File: config.mk
export PLATFORM = sky130hd
export DESIGN_NAME = beam_profile_stats
export DESIGN_NICKNAME = d
export VERILOG_FILES = /design/src/rtl/beam_stats_pkg.sv /design/src/rtl/profile_accumulator.sv /design/src/rtl/beam_profile_stats.sv
export SDC_FILE = /design/constraint.sdc
export NUM_CORES = 2
export LEC_CHECK = 0
export CAP_MARGIN = 20
export CORE_ASPECT_RATIO = 0.5
export CORE_MARGIN = 2
export CORE_UTILIZATION = 55
export DETAILED_ROUTE_END_ITERATION = 10
export MAX_ROUTING_LAYER = met4
export PLACE_DENSITY_LB_ADDON = 0.1
export SLEW_MARGIN = 20
export SYNTH_ARGS = -nofsm -noshare
export SYNTH_HDL_FRONTEND = slang
export SYNTH_SLANG_ARGS = --single-unit
File: constraint.sdc
create_clock -name clk -period 11.81 [get_ports clk]
set_input_delay 2.362 -clock clk [delete_from_list [all_inputs] [get_ports clk]]
set_output_delay 2.362 -clock clk [all_outputs]
set_load 0.05 [all_outputs]
File: src/rtl/beam_stats_pkg.sv
// Shared types and width helpers for the beam profile statistics block.
package beam_stats_pkg;
  localparam int DATA_W_DEF = 32;
  localparam int ADDR_W_DEF = 9;

  typedef enum logic [2:0] {
    ST_IDLE,
    ST_WAIT,
    ST_SCAN,
    ST_DRAIN,
    ST_DONE
  } state_t;

  // Widths chosen so a full frame of max-valued samples cannot overflow.
  function automatic int sum_w(input int data_w, input int addr_w);
    return data_w + addr_w;
  endfunction

  function automatic int wsum_w(input int data_w, input int addr_w);
    return data_w + 2 * addr_w;
  endfunction
endpackage

File: src/rtl/profile_accumulator.sv
// Clip-and-accumulate datapath: pedestal clip stage, then sum/weighted-sum/peak.
module profile_accumulator
  import beam_stats_pkg::*;
#(
  parameter int DATA_W    = DATA_W_DEF,
  parameter int ADDR_W    = ADDR_W_DEF,
  parameter int THRESHOLD = 0
) (
  input  logic                                   clk,
  input  logic                                   rst,
  input  logic                                   clear,
  input  logic                                   sample_valid,
  input  logic [ADDR_W-1:0]                      sample_ch,
  input  logic [DATA_W-1:0]                      sample_data,
  output logic [sum_w(DATA_W, ADDR_W)-1:0]       sum,
  output logic [wsum_w(DATA_W, ADDR_W)-1:0]      wsum,
  output logic [DATA_W-1:0]                      peak_value,
  output logic [ADDR_W-1:0]                      peak_channel
);
  localparam int SUM_W  = sum_w(DATA_W, ADDR_W);
  localparam int WSUM_W = wsum_w(DATA_W, ADDR_W);
  localparam logic [DATA_W-1:0] TH = DATA_W'(THRESHOLD);

  logic                     clip_vld;
  logic [ADDR_W-1:0]        clip_ch;
  logic [DATA_W-1:0]        clip_data;
  logic [DATA_W+ADDR_W-1:0] prod;

  assign prod = {{ADDR_W{1'b0}}, clip_data} * {{DATA_W{1'b0}}, clip_ch};

  always_ff @(posedge clk or posedge rst) begin
    if (rst) begin
      clip_vld     <= 1'b0;
      clip_ch      <= '0;
      clip_data    <= '0;
      sum          <= '0;
      wsum         <= '0;
      peak_value   <= '0;
      peak_channel <= '0;
    end else begin
      clip_vld  <= sample_valid;
      clip_ch   <= sample_ch;
      clip_data <= (sample_data > TH) ? sample_data - TH : '0;
      if (clear) begin
        sum          <= '0;
        wsum         <= '0;
        peak_value   <= '0;
        peak_channel <= '0;
      end else if (clip_vld) begin
        sum  <= sum + SUM_W'(clip_data);
        wsum <= wsum + WSUM_W'(prod);
        // Strict compare keeps the lowest channel on ties.
        if (clip_data > peak_value) begin
          peak_value   <= clip_data;
          peak_channel <= clip_ch;
        end
      end
    end
  end
endmodule

File: src/rtl/beam_profile_stats.sv
// Post-frame scan of the calibrated RAM, reducing the beam profile to
// thresholded sum, channel-weighted sum and peak value/channel.
module beam_profile_stats
  import beam_stats_pkg::*;
#(
  parameter int N_CH        = 320,
  parameter int ADDR_W      = ADDR_W_DEF,
  parameter int DATA_W      = DATA_W_DEF,
  parameter int BASE_ADDR   = 1,
  parameter int START_DELAY = 4,
  parameter int THRESHOLD   = 0
) (
  input  logic                           clk,
  input  logic                           rst,
  input  logic                           start,
  output logic [ADDR_W-1:0]              rd_address,
  output logic                           rd_enable,
  input  logic [DATA_W-1:0]              rd_data,
  output logic [DATA_W+ADDR_W-1:0]       sum_out,
  output logic [DATA_W+2*ADDR_W-1:0]     wsum_out,
  output logic [DATA_W-1:0]              peak_value,
  output logic [ADDR_W-1:0]              peak_channel,
  output logic                           result_valid,
  output logic                           busy,
  output logic                           overrun
);
  localparam int SUM_W  = sum_w(DATA_W, ADDR_W);
  localparam int WSUM_W = wsum_w(DATA_W, ADDR_W);

  state_t              state, state_nxt;
  logic [ADDR_W-1:0]   cnt, cnt_nxt;
  logic                clear;
  logic                vld_d1;
  logic [ADDR_W-1:0]   ch_d1;
  logic [SUM_W-1:0]    acc_sum;
  logic [WSUM_W-1:0]   acc_wsum;
  logic [DATA_W-1:0]   acc_peak;
  logic [ADDR_W-1:0]   acc_peak_ch;

  always_ff @(posedge clk or posedge rst) begin
    if (rst) begin
      state <= ST_IDLE;
      cnt   <= '0;
    end else begin
      state <= state_nxt;
      cnt   <= cnt_nxt;
    end
  end

  // One counter serves the start delay, the channel index and the drain.
  always_comb begin
    state_nxt = state;
    cnt_nxt   = cnt;
    clear     = 1'b0;
    case (state)
      ST_IDLE: if (start) begin
        state_nxt = ST_WAIT;
        cnt_nxt   = ADDR_W'(START_DELAY - 1);
        clear     = 1'b1;
      end
      ST_WAIT: if (cnt == '0) begin
        state_nxt = ST_SCAN;
        cnt_nxt   = '0;
      end else begin
        cnt_nxt = cnt - 1'b1;
      end
      ST_SCAN: if (cnt == ADDR_W'(N_CH - 1)) begin
        state_nxt = ST_DRAIN;
        cnt_nxt   = '0;
      end else begin
        cnt_nxt = cnt + 1'b1;
      end
      ST_DRAIN: if (cnt == ADDR_W'(1)) begin
        state_nxt = ST_DONE;
        cnt_nxt   = '0;
      end else begin
        cnt_nxt = cnt + 1'b1;
      end
      ST_DONE: state_nxt = ST_IDLE;
      default: state_nxt = ST_IDLE;
    endcase
  end

  assign rd_enable  = (state == ST_SCAN);
  assign rd_address = rd_enable ? ADDR_W'(BASE_ADDR) + cnt : '0;

  // Tag returning RAM data with the channel that addressed it.
  always_ff @(posedge clk or posedge rst) begin
    if (rst) begin
      vld_d1 <= 1'b0;
      ch_d1  <= '0;
    end else begin
      vld_d1 <= rd_enable;
      ch_d1  <= cnt;
    end
  end

  profile_accumulator #(
    .DATA_W   (DATA_W),
    .ADDR_W   (ADDR_W),
    .THRESHOLD(THRESHOLD)
  ) u_acc (
    .clk         (clk),
    .rst         (rst),
    .clear       (clear),
    .sample_valid(vld_d1),
    .sample_ch   (ch_d1),
    .sample_data (rd_data),
    .sum         (acc_sum),
    .wsum        (acc_wsum),
    .peak_value  (acc_peak),
    .peak_channel(acc_peak_ch)
  );

  always_ff @(posedge clk or posedge rst) begin
    if (rst) begin
      sum_out      <= '0;
      wsum_out     <= '0;
      peak_value   <= '0;
      peak_channel <= '0;
      result_valid <= 1'b0;
      busy         <= 1'b0;
      overrun      <= 1'b0;
    end else begin
      result_valid <= (state == ST_DONE);
      if (start && busy)
        overrun <= 1'b1;
      if (state == ST_IDLE && start)
        busy <= 1'b1;
      else if (state == ST_DONE)
        busy <= 1'b0;
      if (state == ST_DONE) begin
        sum_out      <= acc_sum;
        wsum_out     <= acc_wsum;
        peak_value   <= acc_peak;
        peak_channel <= acc_peak_ch;
      end
    end
  end
endmodule

==> impl_metrics.py <==
metrics = {
    "run_status": {
        "status": "complete, no violations",
    },
    "sta": {
        "slew_violations": 0,
        "fin_crit_sh": 0.591,
        "worst_pin_slew_ns": 1.06,
        "fmax_mhz": 143,
        "rsz0062_at_grt": "false",
        "finalHoldViolations": 0,
        "slew_headroom": 0.296,
        "skew_ns": 0.0265,
        "final.setup.tns_ns": 0,
        "fin_crit_ns": 6.98,
        "finalSetupViolations": 0,
        "fin_ws_ns": 4.83,
    },
    "layout": {
        "final.fill_count": 3839,
        "nNetsFinal": 3075,
        "finish.instance_area_um2": 28700,
        "layout-drive-gt1-share": 0.0819,
        "antenna_cells": 0,
        "syn2layout_area_growth_pct": 12.4,
    },
    "global_route": {
        "gr-usage-all-layers": 0.256,
        "grt-ovfl-total": 0,
        "grt_first_pass_wirelength_um": 96200,
        "antenna_found_initial": 0,
        "grt_max_degree": 142,
        "grt_pass1_vias": 18417,
    },
    "floorplanning": {
        "start_util": 0.561,
        "fp.dieW_um": 309,
        "fp.dieH_um": 156,
        "die_area_um2": 48200,
        "core_area_um2": 45500,
        "num_rows": 55,
        "ios": 180,
    },
    "place": {
        "dp_hpwl_um": 42200,
        "io_buffers": 179,
        "place_area_um2": 27600,
        "post-place-ws_ns": 5.00,
        "gp_congestion": 0.916,
    },
    "logic_synthesis": {
        "syn_area_per_cell_um2": 9.85,
        "synth_simple_gate_area_frac": 0.139,
        "ys_seq_elements": 331,
        "yosysUniqueCellTypes": 72,
        "synth_warnings": 0,
        "synthArstFlopShare": 1.00,
        "yosysMostFrequentCell": "inv_1",
        "synth_area_leaders": "dfrtp_1 32%, fa_1 20%, ha_1 7.0%",
        "synth_top_family_by_area": "adder cells",
        "synth_edf_count": 0,
        "synthTopCellsByCount": "339 x inv_1, 331 x dfrtp_1, 249 x fa_1",
        "synth-seq-area-share": 0.325,
        "synthMuxAreaShare": 0.0748,
        "syn_inst": 2590,
        "synth_nets": 3016,
        "synth_top_area_frac": 0.325,
        "synth_flop_cell": "dfrtp_1",
        "synthXorXnorAreaFrac": 0.0258,
        "synth_compound_area_frac": 0.0951,
        "synthAdderAreaFrac": 0.265,
        "synth_top_cell_by_area": "dfrtp_1",
        "syn_area_um2": 25500,
    },
    "routing": {
        "route.detailed.drc": 0,
        "first_pass_iters": 5,
        "wl_per_cell_um": 17.4,
        "drtIter0Drc": 1027,
        "wl_um": 57500,
        "via_per_inst": 5.51,
        "ant_nets": 0,
        "num_vias": 18179,
    },
    "hold_path": {
        "hold_path_class": "register to register",
    },
    "power_and_ir_drop": {
        "powerDensity_nw_per_um2": 139,
        "vdd_ir_drop_max_v": 0.000106,
        "p_leak_nw": 13.6,
    },
    "clocking": {
        "cts_tree": "yes",
        "cts_resized": 0,
        "clock_path_buffers": 3,
        "numClockSinks": 331,
        "post_cts_buffers": 0,
        "clkTransAtPathRegs_ns": 0.07,
        "cts_root_buf": "clkbuf_16",
        "htree_levels": 1,
        "numCtsBuffers": 30,
        "worstSkewPairLatency_ns": 0.61,
        "hold_buffers": 0,
    },
    "critical_path": {
        "cp_max_fo": 33,
        "crit_required_ns": 12.33,
        "crit_path_end_kind": "register",
        "crit_arrival_ns": 7.51,
        "start_kind": "register",
        "setup.worst_path.class": "register to register",
    },
    "flow_run": {
        "max-cap-violations": 0,
    },
}
==> per-layer routing <==
metal,global-route usage,wire length (um)
met1,0.358,26900
met2,0.413,27200
met3,0.0297,2360
met4,0.0444,1030
met5,-,0
==> cells in the final DEF, fill, tap and decap left out, types with 30 or more instances in the layout <==
cell,instances
o21ai_0,91
xor2_1,34
xnor2_1,41
fa_1,249
dfrtp_1,330
nand3_1,78
mux2i_1,41
ha_1,142
a21o_1,30
mux2_2,133
inv_1,338
and2_1,175
clkdlybuf4s50_1,179
nor2_1,131
clkbuf_16,30
a21oi_1,112
nand2_1,235
==> metrics by stage <==
step,hold slack [ns],utilization,power [mW],instances
final,0.346,0.630,3.98,3300
after global routing,0.352,0.630,4.29,3300
after CTS,0.350,0.630,3.99,3299
after detailed placement,0.336,0.607,2.96,3243
after global placement,0.332,0.607,2.95,3243
after floorplan,0.331,-,2.57,2590
==> layout make-up <==
| type | count | area [um^2] | area share |
|---|---|---|---|
| tap | 627 | 785 | 0.0274 |
| multi-input combinational | 1750 | 15300 | 0.535 |
| clock inverter | 14 | 164 | 0.00572 |
| timing repair buffer | 197 | 1950 | 0.0681 |
| inverter | 339 | 1280 | 0.0447 |
| sequential | 331 | 8290 | 0.289 |
| clock buffer | 42 | 866 | 0.0302 |
==> worst max-delay path: stages (launching register included) <==
cell      delay, ns
dfrtp_1        1.03
nand2_1        0.18
fa_1           0.53
fa_1           0.55
inv_1          0.05
fa_1           0.50
fa_1           0.55
inv_1          0.05
fa_1           0.49
inv_1          0.04
ha_1           0.35
a21oi_1        0.21
nand2_1        0.10
o21ai_1        0.30
o211ai_1       0.34
a31oi_1        0.52
o21ai_1        0.26
a211oi_2       0.52
nand4b_1       0.17
o211ai_1       0.12
==> registers in the layout, summed over array words and instances, names as in the netlist, 3 cells and up <==
name / flops
u_acc.wsum: 50
u_acc.clip_data: 32
u_acc.peak_channel: 9
state: 3
peak_value: 32
u_acc.clip_ch: 9
u_acc.sum: 41
wsum_out: 50
peak_channel: 9
sum_out: 41
ch_d1: 9
cnt: 9
u_acc.peak_value: 32
==> report_power, final <==
group	leakage, nW	internal, mW	switching [mW]
Sequential	4.27	1.15	0.0368
Clock	0.486	0.559	0.464
Combinational	8.86	0.693	1.08
Total	13.6	2.40	1.58
==> worst paths after layout <==
kind / from / to / slack, ns / cells past startpoint
min in group asynchronous: rst / u_acc.sum[34]$_DFFE_PP0P_ / 2.31 / 2
setup reg to reg: u_acc.clip_ch[7]$_DFF_PP0_ / u_acc.wsum[47]$_DFFE_PP0P_ / 4.83 / 19
max in group asynchronous: rst / wsum_out[11]$_DFFE_PP0P_ / 8.07 / 3
hold reg to reg: ch_d1[5]$_DFF_PP0_ / u_acc.clip_ch[5]$_DFF_PP0_ / 0.35 / 0
setup / recovery: u_acc.clip_ch[7]$_DFF_PP0_ / u_acc.wsum[47]$_DFFE_PP0P_ / 4.83 / 19
hold / removal: ch_d1[5]$_DFF_PP0_ / u_acc.clip_ch[5]$_DFF_PP0_ / 0.35 / 0
==> cell families (layout without fill, tap and decap cells) <==
logic type / count (synthesis) / in the layout
AOI/OAI and AO/OA: 387 / 387
xor gates and xnor gates: 75 / 75
adders and majority gates: 391 / 391
buffers and inverters: 509 / 592
DFF: 331 / 331
muxes: 174 / 174
and+or+nand+nor: 723 / 723
(Power assumes the default switching activity.)
